<file path="config.mk">
export PLATFORM = sky130hd
export DESIGN_NAME = wb_regfile_flat
export DESIGN_NICKNAME = d
export VERILOG_FILES = /design/src/rtl/wb_regfile_pkg.sv /design/src/rtl/wb_regfile_if.sv /design/src/rtl/wb_regfile_wb_mux.sv /design/src/rtl/wb_regfile.sv /design/src/flat_wrapper.sv
export SDC_FILE = /design/constraint.sdc
export NUM_CORES = 2
export LEC_CHECK = 0
export CAP_MARGIN = 20
export CORE_ASPECT_RATIO = 0.7
export CORE_UTILIZATION = 60
export CTS_CLUSTER_DIAMETER = 30
export CTS_CLUSTER_SIZE = 25
export DETAILED_ROUTE_END_ITERATION = 8
export DONT_BUFFER_PORTS = 1
export GPL_ROUTABILITY_DRIVEN = 0
export PLACE_DENSITY = 0.81
export SLEW_MARGIN = 15
export SYNTH_ARGS = -nofsm -noshare
export SYNTH_HDL_FRONTEND = slang
export SYNTH_SLANG_ARGS = --single-unit
</file>
<file path="constraint.sdc">
create_clock -name clk -period 4 [get_ports clk]
set_input_delay 0.8 -clock clk [delete_from_list [all_inputs] [get_ports clk]]
set_output_delay 0.8 -clock clk [all_outputs]
set_load 0.02 [all_outputs]
</file>
<file path="src/rtl/wb_regfile_pkg.sv">
// Shared processor package for the write-back register file.
// Holds the default register/datapath width, the default register index
// width and the index of the hard-wired zero register.
package wb_regfile_pkg;

  localparam int DATA_W_DEF   = 32;
  localparam int ADDR_W_DEF   = 5;
  localparam int ZERO_REG_IDX = 0;

endpackage

</file>
<file path="src/rtl/wb_regfile_if.sv">
// Bus bundle between the MEM/WB stage, the decode-stage read ports and the
// forwarding outputs of the register file.
//   master : drives memwb_* write-back controls/data and rs/rt read indices,
//            observes rs/rt read data and the registered forward outputs.
//   slave  : the register file side (mirror of master).
interface wb_regfile_if import wb_regfile_pkg::*; #(
  parameter int DATA_W = DATA_W_DEF,
  parameter int ADDR_W = ADDR_W_DEF
) ();

  logic [DATA_W-1:0] memwb_result;
  logic [DATA_W-1:0] memwb_readdata;
  logic              memwb_memtoreg;
  logic              memwb_regdst;
  logic              memwb_regwrite;
  logic              memwb_branch;
  logic [ADDR_W-1:0] memwb_rd;
  logic [ADDR_W-1:0] memwb_rt;

  logic [ADDR_W-1:0] rs_addr;
  logic [ADDR_W-1:0] rt_addr;
  logic [DATA_W-1:0] rs_data;
  logic [DATA_W-1:0] rt_data;

  logic              fwd_valid;
  logic [ADDR_W-1:0] fwd_reg;
  logic [DATA_W-1:0] fwd_data;

  modport master (
    output memwb_result, memwb_readdata, memwb_memtoreg, memwb_regdst,
           memwb_regwrite, memwb_branch, memwb_rd, memwb_rt,
           rs_addr, rt_addr,
    input  rs_data, rt_data, fwd_valid, fwd_reg, fwd_data
  );

  modport slave (
    input  memwb_result, memwb_readdata, memwb_memtoreg, memwb_regdst,
           memwb_regwrite, memwb_branch, memwb_rd, memwb_rt,
           rs_addr, rt_addr,
    output rs_data, rt_data, fwd_valid, fwd_reg, fwd_data
  );

endinterface

</file>
<file path="src/rtl/wb_regfile_wb_mux.sv">
// Write-back selection mux.
//   result/readdata/memtoreg -> wb_data (load data or ALU result)
//   rd/rt/regdst             -> wb_dst  (destination register index)
// Purely combinational.
module wb_mux import wb_regfile_pkg::*; #(
  parameter int DATA_W = DATA_W_DEF,
  parameter int ADDR_W = ADDR_W_DEF
) (
  input  logic [DATA_W-1:0] result,
  input  logic [DATA_W-1:0] readdata,
  input  logic              memtoreg,
  input  logic              regdst,
  input  logic [ADDR_W-1:0] rd,
  input  logic [ADDR_W-1:0] rt,
  output logic [DATA_W-1:0] wb_data,
  output logic [ADDR_W-1:0] wb_dst
);

  // A plain 2:1 select keeps an unknown readdata from leaking into wb_data
  // while the ALU result is selected.
  always_comb begin
    wb_data = result;
    wb_dst  = rt;
    if (memtoreg) wb_data = readdata;
    if (regdst)   wb_dst  = rd;
  end

endmodule

</file>
<file path="src/rtl/wb_regfile.sv">
// Register file with write-through bypass and a registered forward port.
//   clk, reset : single clock, synchronous active-high reset
//   bus        : wb_regfile_if.slave -- MEM/WB write-back inputs,
//                combinational rs/rt read ports, registered fwd_* outputs
// Register 0 always reads zero; writes to it are discarded.
module wb_regfile import wb_regfile_pkg::*; #(
  parameter int DATA_W = DATA_W_DEF,
  parameter int ADDR_W = ADDR_W_DEF
) (
  input  logic        clk,
  input  logic        reset,
  wb_regfile_if.slave bus
);

  localparam int                NREGS    = 2 ** ADDR_W;
  localparam logic [ADDR_W-1:0] ZERO_IDX = ADDR_W'(ZERO_REG_IDX);

  logic [DATA_W-1:0] wb_data;
  logic [ADDR_W-1:0] wb_dst;
  logic              wb_en;

  logic [DATA_W-1:0] regs_q [NREGS];
  logic [DATA_W-1:0] regs_d [NREGS];

  logic              fwd_valid_q, fwd_valid_d;
  logic [ADDR_W-1:0] fwd_reg_q,   fwd_reg_d;
  logic [DATA_W-1:0] fwd_data_q,  fwd_data_d;

  wb_mux #(
    .DATA_W (DATA_W),
    .ADDR_W (ADDR_W)
  ) u_wb_mux (
    .result   (bus.memwb_result),
    .readdata (bus.memwb_readdata),
    .memtoreg (bus.memwb_memtoreg),
    .regdst   (bus.memwb_regdst),
    .rd       (bus.memwb_rd),
    .rt       (bus.memwb_rt),
    .wb_data  (wb_data),
    .wb_dst   (wb_dst)
  );

  // Reset gates the enable so a write-back coinciding with reset is neither
  // stored nor bypassed to the read ports.
  assign wb_en = bus.memwb_regwrite & ~bus.memwb_branch
               & (wb_dst != ZERO_IDX) & ~reset;

  always_comb begin
    regs_d = regs_q;
    if (wb_en) regs_d[wb_dst] = wb_data;
  end

  // Read ports: zero register first, then same-cycle bypass, then storage.
  always_comb begin
    bus.rs_data = regs_q[bus.rs_addr];
    if (bus.rs_addr == ZERO_IDX)                bus.rs_data = '0;
    else if (wb_en && (bus.rs_addr == wb_dst))  bus.rs_data = wb_data;
  end

  always_comb begin
    bus.rt_data = regs_q[bus.rt_addr];
    if (bus.rt_addr == ZERO_IDX)                bus.rt_data = '0;
    else if (wb_en && (bus.rt_addr == wb_dst))  bus.rt_data = wb_data;
  end

  // Forward register: index/data hold their last retired write-back.
  always_comb begin
    fwd_valid_d = wb_en;
    fwd_reg_d   = fwd_reg_q;
    fwd_data_d  = fwd_data_q;
    if (wb_en) begin
      fwd_reg_d  = wb_dst;
      fwd_data_d = wb_data;
    end
  end

  always_ff @(posedge clk) begin
    if (reset) begin
      regs_q      <= '{default: '0};
      fwd_valid_q <= 1'b0;
      fwd_reg_q   <= '0;
      fwd_data_q  <= '0;
    end else begin
      regs_q      <= regs_d;
      fwd_valid_q <= fwd_valid_d;
      fwd_reg_q   <= fwd_reg_d;
      fwd_data_q  <= fwd_data_d;
    end
  end

  assign bus.fwd_valid = fwd_valid_q;
  assign bus.fwd_reg   = fwd_reg_q;
  assign bus.fwd_data  = fwd_data_q;

endmodule

</file>
<file path="src/flat_wrapper.sv">
// flat-port wrapper written by rule: the top's interface ports become plain ports
module wb_regfile_flat import wb_regfile_pkg::*;
#(
  parameter int DATA_W = DATA_W_DEF,
  parameter int ADDR_W = ADDR_W_DEF
)
  (clk, reset, bus_memwb_result, bus_memwb_readdata, bus_memwb_memtoreg, bus_memwb_regdst, bus_memwb_regwrite, bus_memwb_branch, bus_memwb_rd, bus_memwb_rt, bus_rs_addr, bus_rt_addr, bus_rs_data, bus_rt_data, bus_fwd_valid, bus_fwd_reg, bus_fwd_data);
  wb_regfile_if #(.DATA_W(DATA_W), .ADDR_W(ADDR_W)) bus_i ();
  input  logic clk;
  input  logic reset;
  input wire logic [$bits(bus_i.memwb_result)-1:0] bus_memwb_result;
  input wire logic [$bits(bus_i.memwb_readdata)-1:0] bus_memwb_readdata;
  input wire logic [$bits(bus_i.memwb_memtoreg)-1:0] bus_memwb_memtoreg;
  input wire logic [$bits(bus_i.memwb_regdst)-1:0] bus_memwb_regdst;
  input wire logic [$bits(bus_i.memwb_regwrite)-1:0] bus_memwb_regwrite;
  input wire logic [$bits(bus_i.memwb_branch)-1:0] bus_memwb_branch;
  input wire logic [$bits(bus_i.memwb_rd)-1:0] bus_memwb_rd;
  input wire logic [$bits(bus_i.memwb_rt)-1:0] bus_memwb_rt;
  input wire logic [$bits(bus_i.rs_addr)-1:0] bus_rs_addr;
  input wire logic [$bits(bus_i.rt_addr)-1:0] bus_rt_addr;
  output wire logic [$bits(bus_i.rs_data)-1:0] bus_rs_data;
  output wire logic [$bits(bus_i.rt_data)-1:0] bus_rt_data;
  output wire logic [$bits(bus_i.fwd_valid)-1:0] bus_fwd_valid;
  output wire logic [$bits(bus_i.fwd_reg)-1:0] bus_fwd_reg;
  output wire logic [$bits(bus_i.fwd_data)-1:0] bus_fwd_data;
  assign bus_i.memwb_result = bus_memwb_result;
  assign bus_i.memwb_readdata = bus_memwb_readdata;
  assign bus_i.memwb_memtoreg = bus_memwb_memtoreg;
  assign bus_i.memwb_regdst = bus_memwb_regdst;
  assign bus_i.memwb_regwrite = bus_memwb_regwrite;
  assign bus_i.memwb_branch = bus_memwb_branch;
  assign bus_i.memwb_rd = bus_memwb_rd;
  assign bus_i.memwb_rt = bus_memwb_rt;
  assign bus_i.rs_addr = bus_rs_addr;
  assign bus_i.rt_addr = bus_rt_addr;
  assign bus_rs_data = bus_i.rs_data;
  assign bus_rt_data = bus_i.rt_data;
  assign bus_fwd_valid = bus_i.fwd_valid;
  assign bus_fwd_reg = bus_i.fwd_reg;
  assign bus_fwd_data = bus_i.fwd_data;
  wb_regfile #(.DATA_W(DATA_W), .ADDR_W(ADDR_W)) u_core (.clk(clk), .reset(reset), .bus(bus_i));
endmodule
</file>
==> metrics.txt <==
VDD IR-drop max=0.5533 mV; skew final=0 ps; gr ovfl total=0; CTS Buffer Depth=3; most instantiated library cell after synthesis=a211oi_1; RR Startpoint=u_core.bus.fwd_data[22]; post-route cell area=59,470 sq um; share of the synthesized area in the top cell type=0.4034; Mean Syn Cell Area=11.12 sq um; Setup Viol. Count Final=2; Critical Path Sink Type=output pin; cell taking the most area after synthesis=dfxtp_1; Final Hold Viols=0; # Max-Cap Violations=0; DIE AREA=89,050 sq um; largest net degree at the start of global routing=1,064; Seq. cell area=21,260 sq um; Max Freq=246.7 MHz; clk sink count=1,062; TritonCTS Buffers=152; Synth top cells by count=a211oi_1 (1,117), nor2_1 (1,066), dfxtp_1 (1,062), mux4_2 (632), clkbuf_1 (377); Crit Path Max Fanout=262; Synth Instances=4,740; Buffers on Ports=0; die span in x=356.2 microns; DP Wirelength=88,560 microns; cells on worst reg2reg path=2; CP Class=input pin to output pin; drt first-iter violations=7,088; Post-synth EDFFs=0; Worst-path clk slew=50 ps; global-route wire length before repair=252,300 microns; P per Cell Area=435.7 nW/um^2; worst endpoint data arrival time=3250 ps; DRC errors left=12; average wire per cell in the routed design=29.64 microns; Worst Hold End=u_core.regs_q[678]; fin crit period=4053 ps; Hold WC Path Type=input pin to flop; Synth Flop Type=dfxtp_1; max FFs per register=1,024; # rows=90; clock root buffer master=clkbuf_16; met2 Use GR=0.5283; Seq cells post-synth=1,062; failing checks=design-rule violations, max-slew violations, negative setup slack; max-slew violations=113; Final ANT Viol Nets=0; FF-to-FF setup slack=3020 ps; Pre-antenna DRT Iters=8; Startpoint Class=input pin; worst hold slack=122.3 ps; ranking of synthesized cells by area=dfxtp_1 (40%), mux4_2 (27%), a211oi_1 (16%); busiest layer in global routing=met2; Synth Warn #=0; Worst slew margin=-0.02271; Hold Startpoint=reset; routed wire length=171,000 microns; final core occ=0.6867; Nets=4,580; WP data required=3200 ps; status=complete, but fails checks; CTS tree=built; H-Tree Depth=4; met1 track demand over resource=0.4963; Reg2Reg Capture Point=u_core.bus.fwd_data[22]; PnR worst setup slack=-53.04 ps; IO Count=192; FILL cells=5,515; Multi-input gate area=29,240 sq um; Area Growth Syn to Fin=12.83%; Async S/R FF share, synth=0; met3 GRT Util=0.1293; Distinct cells, synth=47; # hold bufs at CTS=0; vias in the first global route=41,304; Post-Syn Area=52,710 sq um; vias=43,122; share of layout cells above drive strength 1=0.2560; Starting Density=0.6086; LEAKAGE=18.64 nW; Worst Hold Depth=1; area of the core=86,600 sq um; pre-CTS WS=329.0 ps; clk_lat worst skew=760 ps; total track usage=0.3708; initial antenna violation count=3; Sum Neg Setup Slack=-58.17 ps; RSZ-0062 raised after global routing=no; Placed Area=53,830 sq um; syn_nets=4,830; sequential-to-total area share from yosys stat=0.4034; DIE HEIGHT=250.0 microns; period utilization=1.013; Worst Tran Pin Value=1534 ps; via/cell ratio=7.473
==> cell type report <==
type | instances | area share
Antenna cell | 3 | 0.0001262
Clock inverter | 106 | 0.02123
Timing Repair Buffer | 187 | 0.03526
Inverter | 33 | 0.002104
Multi-Input combinational cell | 3054 | 0.4918
Sequential cell | 1062 | 0.3575
Clock buffer | 175 | 0.06779
Tap cell | 1150 | 0.02420
==> layout by cell type, fill, tap and decap left out, types with 3 or more instances in the layout <==
master      instances
clkbuf_16         160
dfxtp_1          1062
buf_12             37
clkbuf_8           12
a211oi_1         1110
and2_1              3
clkinvlp_4         20
nand2_1             5
a221oi_1            4
mux2i_1            42
a211oi_2           12
clkinv_4           12
o21ai_0             3
nor2_1           1064
xnor2_1             9
clkbuf_1           10
diode_2             3
buf_16              5
inv_8               7
bufinv_16          14
nor2b_1            66
inv_6              29
a21oi_1             4
mux4_2            632
clkinv_8            7
buf_4             137
a22oi_1             3
nor2_8              8
mux2i_4            36
nor2_4             25
inv_1              31
or3_1               3
clkinv_2           15
==> metrics by stage <==
step	power (mW)	instances
floorplan	12.16	4740
global placement	11.98	5472
detailed placement	12.00	5472
CTS	25.64	5753
global route	26.42	5769
finish	25.91	5770
==> where the power goes <==
group	switching (mW)	internal [mW]
clock	5.52	8.34
sequential	0.0811	10.7
combinational	0.765	0.546
total	6.37	19.5
==> per-layer routing <==
metal / share of wire / routed length [microns]
met1: 0.36 / 61030
met4: 0.054 / 9151
met2: 0.43 / 74290
met5: 0 / 0
met3: 0.16 / 26560
==> how the worst max path moves through the flow <==
stage | from | endpoint | slack (ps)
finish | bus_rt_addr[0] | bus_rt_data[23] | -50
global route | reset | bus_rt_data[8] | 30
CTS | reset | bus_rt_data[28] | 300
detailed placement | bus_memwb_regdst | bus_rs_data[19] | 330
global placement | bus_memwb_regdst | bus_rs_data[19] | 350
floorplan | bus_memwb_regdst | bus_rs_data[10] | 310
==> cell families (layout without fill, tap and decap cells) <==
logic type,count (synthesis),after routing,synth area share
compound gates,1139,1139,0.1624
xor+xnor,10,10,0.001662
buf+inv,624,501,0.05135
flops,1062,1062,0.4034
mux,713,713,0.2865
other cells,0,3,0
simple gates,1192,1192,0.09465
==> critical path, stage by stage <==
cell and delay, ps:
mux4_2 720, mux4_2 510, nor2b_1 230, a211oi_1 360, a211oi_1 90, buf_4 180
==> timing repair <==
item	CTS	global route
buffers inserted	0	3
setup endpoints to repair	0	64
endpoints found under the hold margin	0	0
gates resized for setup	0	6
No activity file was read; power rests on OpenSTA's default activity.
